[src/rtl/sort_mem_resp_if.sv]
// Request/response bundle between the sort datapath and its array memory responder.
interface sort_mem_resp_if #(
  parameter int DATAWIDTH = 32
);
  logic                 rd;
  logic                 wr;
  logic                 init;
  logic [DATAWIDTH-1:0] address;
  logic [DATAWIDTH-1:0] wdata;
  logic [DATAWIDTH-1:0] rdata;
  logic                 ack;
  logic                 err;
  logic                 busy;

  modport master (
    output rd, wr, init, address, wdata,
    input  rdata, ack, err, busy
  );

  modport slave (
    input  rd, wr, init, address, wdata,
    output rdata, ack, err, busy
  );
endinterface

[src/rtl/sort_mem_resp.sv]
// Word-addressed array memory for the sort datapath: latency-programmable reads,
// single-cycle writes, error signalling for bad requests and a self-timed zero-fill sweep.
module sort_mem_resp #(
  parameter int DATAWIDTH  = 32,
  parameter int DEPTH      = 16,
  parameter int RD_LATENCY = 1
) (
  input  logic               dp_clk,
  input  logic               dp_clr_n,
  sort_mem_resp_if.slave     bus
);
  localparam int AW = $clog2(DEPTH);
  localparam int CW = 2;

  typedef enum logic [1:0] {
    S_IDLE  = 2'd0,
    S_RWAIT = 2'd1,
    S_ACK   = 2'd2,
    S_SWEEP = 2'd3
  } state_t;

  state_t               r_state;
  logic [CW-1:0]        r_cnt;
  logic [AW-1:0]        r_idx;
  logic [AW-1:0]        r_addr;
  logic [DATAWIDTH-1:0] r_rdata;
  logic                 r_ack;
  logic                 r_err;
  logic                 r_busy;

  logic [DATAWIDTH-1:0] r_mem [DEPTH];

  logic                 w_in_range;
  logic [AW-1:0]        w_req_idx;
  logic                 w_mem_we;
  logic [AW-1:0]        w_mem_waddr;
  logic [DATAWIDTH-1:0] w_mem_wdata;

  // Range check uses every address bit, so aliased high addresses are rejected.
  assign w_in_range = ((bus.address >> AW) == '0);
  assign w_req_idx  = bus.address[AW-1:0];

  always_comb begin
    w_mem_we    = 1'b0;
    w_mem_waddr = w_req_idx;
    w_mem_wdata = bus.wdata;
    if (r_state == S_SWEEP) begin
      w_mem_we    = 1'b1;
      w_mem_waddr = r_idx;
      w_mem_wdata = '0;
    end else if (r_state == S_IDLE && !bus.init && bus.wr && !bus.rd && w_in_range) begin
      w_mem_we = 1'b1;
    end
  end

  // Storage carries no reset so it maps onto block RAM.
  always_ff @(posedge dp_clk) begin
    if (w_mem_we) begin
      r_mem[w_mem_waddr] <= w_mem_wdata;
    end
  end

  always_ff @(posedge dp_clk or negedge dp_clr_n) begin
    if (!dp_clr_n) begin
      r_state <= S_IDLE;
      r_cnt   <= '0;
      r_idx   <= '0;
      r_addr  <= '0;
      r_rdata <= '0;
      r_ack   <= 1'b0;
      r_err   <= 1'b0;
      r_busy  <= 1'b0;
    end else begin
      r_ack <= 1'b0;
      r_err <= 1'b0;
      unique case (r_state)
        S_IDLE: begin
          if (bus.init) begin
            r_idx   <= '0;
            r_busy  <= 1'b1;
            r_state <= S_SWEEP;
          end else if (bus.rd && bus.wr) begin
            r_ack   <= 1'b1;
            r_err   <= 1'b1;
            r_busy  <= 1'b1;
            r_state <= S_ACK;
          end else if (bus.wr) begin
            r_ack   <= 1'b1;
            r_err   <= !w_in_range;
            r_busy  <= 1'b1;
            r_state <= S_ACK;
          end else if (bus.rd) begin
            r_busy <= 1'b1;
            if (!w_in_range) begin
              r_rdata <= '0;
              r_ack   <= 1'b1;
              r_err   <= 1'b1;
              r_state <= S_ACK;
            end else if (RD_LATENCY == 1) begin
              r_rdata <= r_mem[w_req_idx];
              r_ack   <= 1'b1;
              r_state <= S_ACK;
            end else begin
              r_addr  <= w_req_idx;
              r_cnt   <= CW'(RD_LATENCY - 1);
              r_state <= S_RWAIT;
            end
          end
        end
        S_RWAIT: begin
          // Leaving on the count of one lands ack exactly RD_LATENCY cycles after acceptance.
          r_cnt <= r_cnt - CW'(1);
          if (r_cnt == CW'(1)) begin
            r_rdata <= r_mem[r_addr];
            r_ack   <= 1'b1;
            r_state <= S_ACK;
          end
        end
        S_ACK: begin
          r_busy  <= 1'b0;
          r_state <= S_IDLE;
        end
        S_SWEEP: begin
          r_idx <= r_idx + AW'(1);
          if (r_idx == AW'(DEPTH - 1)) begin
            r_ack   <= 1'b1;
            r_state <= S_ACK;
          end
        end
        default: begin
          r_busy  <= 1'b0;
          r_state <= S_IDLE;
        end
      endcase
    end
  end

  assign bus.rdata = r_rdata;
  assign bus.ack   = r_ack;
  assign bus.err   = r_err;
  assign bus.busy  = r_busy;
endmodule

[src/flat_wrapper.sv]
// flat-port wrapper written by rule: the top's interface ports become plain ports
module sort_mem_resp_flat 
#(
  parameter int DATAWIDTH  = 32,
  parameter int DEPTH      = 16,
  parameter int RD_LATENCY = 1
)
  (dp_clk, dp_clr_n, bus_rd, bus_wr, bus_init, bus_address, bus_wdata, bus_rdata, bus_ack, bus_err, bus_busy);
  sort_mem_resp_if #(.DATAWIDTH(DATAWIDTH)) bus_i ();
  input  logic dp_clk;
  input  logic dp_clr_n;
  input wire logic [$bits(bus_i.rd)-1:0] bus_rd;
  input wire logic [$bits(bus_i.wr)-1:0] bus_wr;
  input wire logic [$bits(bus_i.init)-1:0] bus_init;
  input wire logic [$bits(bus_i.address)-1:0] bus_address;
  input wire logic [$bits(bus_i.wdata)-1:0] bus_wdata;
  output wire logic [$bits(bus_i.rdata)-1:0] bus_rdata;
  output wire logic [$bits(bus_i.ack)-1:0] bus_ack;
  output wire logic [$bits(bus_i.err)-1:0] bus_err;
  output wire logic [$bits(bus_i.busy)-1:0] bus_busy;
  assign bus_i.rd = bus_rd;
  assign bus_i.wr = bus_wr;
  assign bus_i.init = bus_init;
  assign bus_i.address = bus_address;
  assign bus_i.wdata = bus_wdata;
  assign bus_rdata = bus_i.rdata;
  assign bus_ack = bus_i.ack;
  assign bus_err = bus_i.err;
  assign bus_busy = bus_i.busy;
  sort_mem_resp #(.DATAWIDTH(DATAWIDTH), .DEPTH(DEPTH), .RD_LATENCY(RD_LATENCY)) u_core (.dp_clk(dp_clk), .dp_clr_n(dp_clr_n), .bus(bus_i));
endmodule
[config.mk]
export PLATFORM = sky130hd
export DESIGN_NAME = sort_mem_resp_flat
export DESIGN_NICKNAME = d
export VERILOG_FILES = /design/src/rtl/sort_mem_resp_if.sv /design/src/rtl/sort_mem_resp.sv /design/src/flat_wrapper.sv
export SDC_FILE = /design/constraint.sdc
export NUM_CORES = 1
export LEC_CHECK = 0
export ABC_AREA = 1
export ABC_CLOCK_PERIOD_IN_PS = 6700
export CELL_PAD_IN_SITES_DETAIL_PLACEMENT = 2
export CELL_PAD_IN_SITES_GLOBAL_PLACEMENT = 2
export CORE_MARGIN = 4
export CORE_UTILIZATION = 44
export CTS_CLUSTER_SIZE = 24
export DETAILED_ROUTE_END_ITERATION = 12
export PLACE_DENSITY_LB_ADDON = 0.1
export REMOVE_ABC_BUFFERS = 1
export SLEW_MARGIN = 0
export SYNTH_ARGS = -nofsm -noshare
export SYNTH_HDL_FRONTEND = slang
export SYNTH_SLANG_ARGS = --single-unit
[constraint.sdc]
create_clock -name dp_clk -period 6.7 [get_ports dp_clk]
set_input_delay 0.67 -clock dp_clk [delete_from_list [all_inputs] [get_ports dp_clk]]
set_output_delay 0.67 -clock dp_clk [all_outputs]
set_load 0.005 [all_outputs]
# [After elaboration in Yosys (flattened, before gate mapping)]
# Memory sizes are Yosys's and may differ from the RTL's.
# Index checks and enable logic that the tools add are counted.
# W data, S select, Z words.
[op_classes] add_sub_neg=2 n_eq_ne=13 muxes=40 reduce_logical=17
[ops] operator="$mux W32" count=7
[ops] operator="$pmux W32 S2" count=1
[ops] operator="$logic_not A32 Y1" count=1
[ops] operator="$mux W1" count=20
[ops] operator="$mux W2" count=6
[ops] operator="$ne A2 B2 Y1 const B" count=6
[ops] operator="$mux W4" count=2
[ops] operator="$pmux W2 S4" count=1
[ops] operator="$pmux W4 S2" count=1
[ops] operator="$reduce_and A6 Y1" count=1
[ops] operator="$reduce_bool A2 Y1" count=3
[ops] operator="$logic_and A1 B1 Y1" count=5
[ops] operator="$ne A5 B5 Y1 const B" count=1
[ops] operator="$add A4 B1 Y4 const B" count=1
[ops] operator="$eq A2 B1 Y1 const B" count=2
[ops] operator="$eq A2 B2 Y1 const B" count=2
[ops] operator="$eq A4 B4 Y1 const B" count=1
[ops] operator="$reduce_and A2 Y1" count=2
[ops] operator="$logic_not A1 Y1" count=3
[ops] operator="$pmux W1 S3" count=1
[ops] operator="$reduce_and A3 Y1" count=1
[ops] operator="$logic_not A2 Y1" count=1
[ops] operator="$ne A2 B1 Y1 const B" count=1
[ops] operator="$pmux W1 S2" count=1
[ops] operator="$sub A2 B1 Y2 const B" count=1
[totals] ff_bits=43 ramBits=512 in_bits=69 elab_cells=80 memories=1
[mem_list] memory="u_core.r_mem" words=16 word_bits=32 read_ports=2 rd_ports_with_merged_regs=0 wr=1 line_no="sort_mem_resp.sv:31" text="logic [DATAWIDTH-1:0] r_mem [DEPTH];"

# [Longest topological paths before layout]
# Gate-level depths: netlist (run 1).
[logic_depth] depth_word=9 mapped_depth=11 depth_no_buf=9

# [Worst setup path after synthesis (run 1)]
# OpenSTA, ideal clock, no wires.
[synth_path] path_type="in2reg" from="input port bus_address[1]" to="memory u_core.r_mem[0][0] (enable)" setup_ns=0.421 arrival_ns=2.831 t_required_ns=6.279 slack_ns=3.448 cell_stages=8 path_buffers=1 cell_sequence="inv_1 > clkbuf_1 > nand2_1 > o21ai_1 > inv_1 > nor2_1 > nand2_1 > nor2_1"
[synth_via] elab_chain_cells=1
[synth_lines] element="start: declaration" line_no="flat_wrapper.sv:15" text="input wire logic [$bits(bus_i.address)-1:0] bus_address;"
[synth_lines] element="$mux W4" line_no="sort_mem_resp.sv:47" text="if (r_state == S_SWEEP) begin"
[synth_lines] element="end: declaration" line_no="sort_mem_resp.sv:31"
# No other way between the ends.

# [Final worst setup path (run 1)]
[layout_path] from="register u_core.r_state[0]" to="memory u_core.r_mem[10][19] (enable)"
[layout_via] elab_chain_cells=9 word_cells_on_any_way=11 cone_classes="1 x eq/ne; 5 x mux; 5 x reduce/logical"
[layout_lines] element="start: declaration" line_no="sort_mem_resp.sv:22" text="state_t r_state;"
[layout_lines] element="start signal: assignment" line_no="sort_mem_resp.sv:65" text="r_state <= S_IDLE;"
[layout_lines] element="start signal: assignment" line_no="sort_mem_resp.sv:81" text="r_state <= S_SWEEP;"
[layout_lines] element="start signal: assignment" line_no="sort_mem_resp.sv:86" text="r_state <= S_ACK;"
[layout_lines] element="$logic_not A2 Y1" line_no="sort_mem_resp.sv:51" text="end else if (r_state == S_IDLE && !bus.init && bus.wr && !bus.rd && w_in_range) begin"
[layout_lines] element="$logic_and A1 B1 Y1 (4 in series)" line_no="sort_mem_resp.sv:51"
[layout_lines] element="$mux W1" line_no="sort_mem_resp.sv:51"
[layout_lines] element="$mux W1" line_no="sort_mem_resp.sv:47"
[layout_lines] element="$mux W1" line_no="sort_mem_resp.sv:58" text="if (w_mem_we) begin"
[layout_lines] element="$mux W1 (not written as such)" line_no="sort_mem_resp.sv:59" text="r_mem[w_mem_waddr] <= w_mem_wdata;"
# Parallel ways exist; a longest one is shown, timed or not.

==> summary.txt, run 1 <==
Setup path
  • Crit path largest cell delay: 1.16 ns
  • Crit Path Class: register to register
  • Required time of the critical path: 6.91 ns
  • Worst path buffer plus inverter count: 3
  • Critical Path Sink: u_core.r_mem[10][19]$_DFFE_PP_
  • Crit-path max FO: 35
  • Slowest-stage cell, CP: nor2_4
  • Worst-path cell chain: nand2_1 > inv_2 > buf_4 > o21ai_0 > inv_1 > nand2_1 > nor2_4
  • CP Launch Type: register
  • Most frequent CP cell: nand2_1
  • FF-to-FF End: u_core.r_mem[10][19]$_DFFE_PP_
  • RR Startpoint: u_core.r_state[0]$_DFFE_PN0P_
  • Critical Path Stages: 7
  • Crit path launch: u_core.r_state[0]$_DFFE_PN0P_
  • Critical path data arrival time: 4.10 ns
  • R2r worst-path depth: 7
  • Endpoint type of the worst setup path: register
  • Cell family with most CP delay: simple AND/OR/NAND/NOR gates
  • R2r setup slk: 2.81 ns

Clock tree
  • CTS tree: yes
  • Clock Path Buffers: 3
  • Setup bufs post-CTS: 0
  • Clk Latency, worst-skew pair: 0.63 ns
  • H-tree Lvls: 2
  • Sink Count: 555
  • Clock Pin Slew Worst Setup and Hold Paths: 0.07 ns
  • Clock Root Buffer: clkbuf_16
  • # resized after CTS: 0
  • Cts-stage hold buffer count: 0
  • TritonCTS buffer count: 59

STA
  • Final min period: 3.890 ns
  • Fin. max-slew vios: 0
  • RSZ-0062 raised after global routing: no
  • Final hold vios: 0
  • Hold Slack: 0.2382 ns
  • Worst Slack Setup Final: 2.810 ns
  • Clock Skew: 0.03854 ns
  • Final Cycle Share: 58.05%
  • Worst slew pin tran: 1.432 ns
  • Setup_tns: 0 ns
  • Max Freq: 257.1 MHz
  • Final Setup Violations: 0
  • Worst relative slew slack: 4.184%

Global routing
  • Vias in the first global route: 18690
  • Total GRT Usage: 29.14%
  • Grt total ovfl: 0
  • First-pass GRT wire length: 121.6 mm
  • Largest net degree at the start of global routing: 165
  • Initial antenna violation count: 2

Layout
  • Post-route insts no fill: 2785
  • Commonest non-fill, non-tap cell in the layout: nand2_1
  • Fill count: 5008
  • Most frequent cells in the layout: 549 x nand2_1, 512 x edfxtp_1, 479 x nand3_1
  • Number of diodes: 0
  • Fraction of layout cells with a size suffix above 1: 8.314%
  • Multi-input gate area: 5530 um2
  • Reg area: 16450 um2
  • Synthesis-to-finish area growth: 16.04%
  • Nets: 2125
  • Finished Cell Area: 26390 um2

Drt
  • DRC: 0
  • DR WL/cell: 29.60 um
  • Vias: 16660
  • Via/cell ratio: 5.983
  • Initial DRC Count: 1571
  • Drt total wl: 82.45 mm
  • Drt pass-1 iters: 5
  • ANT nets after route: 0

Synth
  • Post-Syn Area: 22740 um2
  • Most used flip-flop cell after synthesis: edfxtp_1
  • Post-synth ARST share: 7.748%
  • Number of flops mapped to enable cells by yosys: 512
  • Synth Area per Inst: 11.57 um2
  • Post-Syn Instances: 1965
  • Seq/Total Area, Yosys: 72.34%
  • Synth warnings: 0
  • Yosys cell types: 29
  • Register bit total from synthesis: 555

Placement
  • Place WS: 2.821 ns
  • Hpwl dp: 45.17 mm
  • Port Buf Inserts: 103
  • Placed Cells incl. Taps: 2673
  • Global placement routability congestion: 0.7915
  • DP Area: 24440 um2

Power and ir drop
  • VDD IR max: 0.0002051 V
  • Pwr dens: 406.3 nW/um2
  • Leakage: 0.009609 uW

Flow run
  • MaxCap Viol Count: 0

Floorplan
  • Die area: 55380 um2
  • CORE AREA: 51200 um2
  • Die W: 235.3 um
  • Die height: 235.3 um
  • I/O pin count: 104
  • Row cnt: 83
  • Starting density of the core: 44.42%

Hold path
  • Hold Path Class: input pin to asynchronous set/reset pin

Outcome
  • Status: finished, final reports clean
==> routing by layer <==
metal  vias to the layer above  GRT usage (%)  wire length (um)  part of all wire (%)
li1                       7063              -                 -                     -
met1                      8734          38.77             33840                    41
met2                       709          49.26             40460                    49
met3                       157          5.740              6031                   7.3
met4                         0          8.133              2117                   2.6
met5                         -              0                 0                     0
==> per-stage QoR <==
step                      power [uW]  util (%)
final                          10720     51.54
after global routing           11120     51.54
after CTS                      10770     51.54
after detailed placement        7374     47.74
after global placement          7189     47.74
after floorplan                 5992         -
==> cell usage after synthesis (all sizes together) (2+ instances only) <==
library cell | count | area (um2)
a21oi | 69 | 356.6
buf | 88 | 541.8
clkbuf | 33 | 123.9
dfrtp | 43 | 1076
edfxtp | 512 | 15370
ha | 2 | 25.02
inv | 57 | 214.0
nand2 | 551 | 2078
nand3 | 479 | 2397
nor2 | 112 | 420.4
nor3 | 2 | 21.27
o211ai | 2 | 15.01
o21ai | 7 | 38.79
o22ai | 2 | 12.51
or2 | 2 | 12.51
==> how the worst min path moves through the flow <==
stage,startpoint,end,slack [ns],cells past startpoint
final,dp_clr_n,u_core.bus.rdata[4]$_DFFE_PN0P_,0.24,2
after global routing,dp_clr_n,u_core.bus.rdata[4]$_DFFE_PN0P_,0.25,2
after CTS,dp_clr_n,u_core.bus.rdata[4]$_DFFE_PN0P_,0.22,2
after detailed placement,u_core.r_cnt[0]$_DFFE_PN0P_,u_core.r_cnt[0]$_DFFE_PN0P_,0.48,1
after global placement,u_core.r_cnt[0]$_DFFE_PN0P_,u_core.r_cnt[0]$_DFFE_PN0P_,0.47,1
after floorplan,dp_clr_n,u_core.bus.ack$_DFF_PN0_,0.37,0
==> where the power goes <==
group / total (uW) / switching (uW) / internal [uW]
Combinational: 2340 / 1750 / 597
Clock: 3340 / 1430 / 1910
Sequential: 5030 / 262 / 4770
Total: 10700 / 3440 / 7280
==> logic make-up after synthesis <==
| kind of cell | share of synthesized area (%) |
|---|---|
| simple gates | 21.71 |
| buf+inv | 3.868 |
| flops | 72.34 |
| fa+ha+maj | 0.1100 |
| xor+xnor | 0.03852 |
| compound gates | 1.937 |
==> flip-flops by register name, summed over array words and instances, names as in the netlist <==
register / cells
u_core.bus.busy: 1
u_core.r_idx: 4
u_core.bus.err: 1
u_core.r_state: 2
u_core.r_cnt: 2
u_core.r_mem: 512
u_core.bus.ack: 1
u_core.bus.rdata: 32
==> cell type report <==
type | instances | share of cell area, %
timing repair buffer | 149 | 5.258
multi-input combinational | 1232 | 20.96
clock inverter | 31 | 1.128
sequential | 555 | 62.34
clock buffer | 81 | 6.254
inverter | 57 | 0.8392
tap | 680 | 3.224
(Power assumes the default switching activity.)
==> run 2: changes to the inputs <==
- ABC_CLOCK_PERIOD_IN_PS: 6700 -> 3300
- CORE_UTILIZATION: 44 -> 37
- clock period: 6.7 -> 3.3 ns (I/O delays scaled with it)
==> run 2 against run 1 <==
Maximum frequency increased by 57%. Die area rose by 18%. Non-clock buffer count up 40. Total power up 100%. Utilization decreased by 7.1 points. Cell count increased by 5.1%. Combinational power increased by 110%. First-iteration DRC count down 28%. Hold slack improved by 0.089 ns. Critical path type unchanged. Highest routed layer unchanged.
==> summary.txt, run 2 (synthesis gave the netlist of run 1 again) <==
Outcome
  • Status: finished, final reports clean (unchanged)

Layout
  • Synthesis-to-finish area growth: 18.39% (was 16.04%)
  • Post-route insts no fill: 2928 (was 2785)
  • Nets: 2167 (was 2125)
  • Largest Register: u_core.r_mem (unchanged)
  • Number of diodes: 0 (unchanged)
  • Commonest non-fill, non-tap cell in the layout: nand2_1 (unchanged)
  • Most frequent cells in the layout: 549 x nand2_1, 512 x edfxtp_1, 479 x nand3_1 (unchanged)
  • Fraction of layout cells with a size suffix above 1: 9.739% (was 8.314%)
  • Max reg flops: 512 (unchanged)
  • Fill count: 6145 (was 5008)

Drt
  • Via/cell ratio: 5.490 (was 5.983)
  • DRC: 0 (unchanged)
  • Initial DRC Count: 1125 (was 1571)
  • Vias: 16080 (was 16660)
  • Met3 wire length: 3.320 mm (was 6.031 mm)
  • Met2 routed WL: 39.24 mm (was 40.46 mm)
  • Drt pass-1 iters: 5 (unchanged)
  • ANT nets after route: 0 (unchanged)
  • DR WL/cell: 26.49 um (was 29.60 um)
  • Met1 wire length: 33.03 mm (was 33.84 mm)
  • Highest metal layer with signal wires: met4 (unchanged)
  • Drt total wl: 77.57 mm (was 82.45 mm)

Clock tree
  • Clock Path Buffers: 3 (unchanged)
  • Clock Pin Slew Worst Setup and Hold Paths: 0.06 ns (was 0.07 ns)
  • Clk Latency, worst-skew pair: 0.63 ns (about the same)
  • Clock Root Buffer: clkbuf_16 (unchanged)
  • # resized after CTS: 0 (unchanged)
  • TritonCTS buffer count: 61 (was 59)
  • Sink Count: 555 (unchanged)
  • CTS tree: yes (unchanged)
  • H-tree Lvls: 2 (unchanged)

Power and ir drop
  • Total power: 21620 uW (was 10720 uW)
  • VDD IR max: 0.0004561 V (was 0.0002051 V)
  • Pwr dens: 802.9 nW/um2 (was 406.3 nW/um2)
  • Leakage: 0.009832 uW (was 0.009609 uW)

STA
  • Final Setup Violations: 0 (unchanged)
  • Worst slew pin tran: 1.017 ns (was 1.432 ns)
  • Worst Slack Setup Final: 0.8291 ns (was 2.810 ns)
  • Fin. max-slew vios: 0 (unchanged)
  • Worst relative slew slack: 32.11% (was 4.184%)
  • Final Cycle Share: 74.88% (was 58.05%)
  • RSZ-0062 raised after global routing: no (unchanged)
  • Final hold vios: 0 (unchanged)
  • Clock Skew: 0.02212 ns (was 0.03854 ns)
  • Max Freq: 404.7 MHz (was 257.1 MHz)
  • Final min period: 2.471 ns (was 3.890 ns)

Setup path
  • Worst-path cell chain: nand2_1 > buf_4 > o21ai_1 > inv_1 > nor2_1 > nand2_1 > nor2_4 > buf_4 (was nand2_1 > inv_2 > buf_4 > o21ai_0 > inv_1 > nand2_1 > nor2_4)
  • Required time of the critical path: 3.56 ns (was 6.91 ns)
  • Endpoint type of the worst setup path: register (unchanged)
  • R2r worst-path depth: 8 (was 7)
  • RR Startpoint: u_core.r_state[0]$_DFFE_PN0P_ (unchanged)
  • Crit path launch: u_core.r_state[0]$_DFFE_PN0P_ (unchanged)
  • CP Launch Type: register (unchanged)
  • Slowest-stage cell, CP: dfrtp_1 (was nor2_4)
  • Crit path largest cell delay: 0.45 ns (was 1.16 ns)
  • Critical path data arrival time: 2.73 ns (was 4.10 ns)
  • Crit Path Class: register to register (unchanged)
  • Critical Path Sink: u_core.r_mem[1][11]$_DFFE_PP_ (was u_core.r_mem[10][19]$_DFFE_PP_)
  • R2r setup slk: 0.83 ns (was 2.81 ns)
  • Crit-path max FO: 22 (was 35)
  • FF-to-FF End: u_core.r_mem[1][11]$_DFFE_PP_ (was u_core.r_mem[10][19]$_DFFE_PP_)

Placement
  • Place WS: 0.2573 ns (was 2.821 ns)
  • Hpwl dp: 47.38 mm (was 45.17 mm)
  • Placed Cells incl. Taps: 2814 (was 2673)
  • Port Buf Inserts: 103 (unchanged)
  • Global placement routability congestion: 0.7853 (was 0.7915)

Hold path
  • Hold Path Class: input pin to asynchronous set/reset pin (unchanged)

Floorplan
  • Die W: 255.9 um (was 235.3 um)
  • Starting density of the core: 37.54% (was 44.42%)
  • I/O pin count: 104 (unchanged)
  • CORE AREA: 60580 um2 (was 51200 um2)
  • Die height: 255.9 um (was 235.3 um)
  • Die area: 65490 um2 (was 55380 um2)
  • Row cnt: 90 (was 83)

Global routing
  • Grt total ovfl: 0 (unchanged)
  • Total GRT Usage: 23.33% (was 29.14%)
  • First-pass GRT wire length: 115.2 mm (was 121.6 mm)
  • Largest net degree at the start of global routing: 128 (was 165)
  • Initial antenna violation count: 2 (unchanged)
  • Vias in the first global route: 17590 (was 18690)

Flow run
  • MaxCap Viol Count: 0 (unchanged)
==> run 2: cell types whose count changed in the layout (fill, tap and decap cells not counted), sizes merged <==
cell | before | now
clkinvlp | 4 | 3
clkinv | 22 | 18
dlygate4sd3 | 0 | 1
clkbuf | 82 | 86
buf | 50 | 89
inv | 57 | 59
==> run 2: area by class of cell <==
class	count	area, um2	area share [%]
Sequential cell	555	16450	61.10
Clock inverter	28	267.8	0.9945
Inverter	57	221.5	0.8226
Multi-Input combinational cell	1232	5540	20.58
Clock buffer	85	1647	6.116
Tap cell	782	978.4	3.634
Timing Repair Buffer	189	1818	6.752
==> run 2: worst max-delay path, delay by kind of cell, from the launching register on <==
family	cells	cell delay [ns]
buffers and inverters	3	0.70
AO/OA/AOI/OAI	1	0.23
flip-flops	1	0.45
AND/OR/NAND/NOR	4	0.68
==> run 2: metrics by stage <==
step / setup TNS (ns) / cell area (um2) / hold slack (ns) / util, %
floorplan: -512.07 / 22070 / 0.03441 / -
global placement: 0 / 25000 / 0.4597 / 41.26
detailed placement: 0 / 25000 / 0.4695 / 41.26
CTS: 0 / 26920 / 0.3073 / 44.44
global route: 0 / 26920 / 0.3357 / 44.44
finish: 0 / 26920 / 0.3269 / 44.44
==> run 2: worst min path at each step <==
stage | startpoint | end | depth (start not counted) | slack [ns]
finish | dp_clr_n | u_core.bus.rdata[23]$_DFFE_PN0P_ | 2 | 0.33
detailed placement | dp_clr_n | u_core.bus.rdata[23]$_DFFE_PN0P_ | 1 | 0.47
global placement | dp_clr_n | u_core.bus.rdata[23]$_DFFE_PN0P_ | 1 | 0.46
global route | bus_address[2] | u_core.bus.rdata[9]$_DFFE_PN0P_ | 5 | 0.34
CTS | bus_address[2] | u_core.bus.rdata[9]$_DFFE_PN0P_ | 5 | 0.31
floorplan | dp_clr_n | u_core.bus.ack$_DFF_PN0_ | 0 | 0.03
==> run 2: metal layers <==
layer / vias to the layer above / track usage, %
met1: 8464 / 30.52
met4: 0 / 6.049
met2: 347 / 41.06
li1: 7152 / -
met3: 112 / 3.245
met5: - / 0
==> run 2: timing repair <==
| item | in CTS | in global routing |
|---|---|---|
| endpoints found under the hold margin | 20 | 0 |
| setup buffers | 0 | 0 |
| hold buffers | 1 | 0 |
==> run 2: power breakdown <==
| part | total [uW] | internal, uW | switching [uW] |
|---|---|---|---|
| registers | 10100 | 9650 | 460 |
| clock network | 6680 | 3850 | 2830 |
| logic | 4820 | 1410 | 3420 |
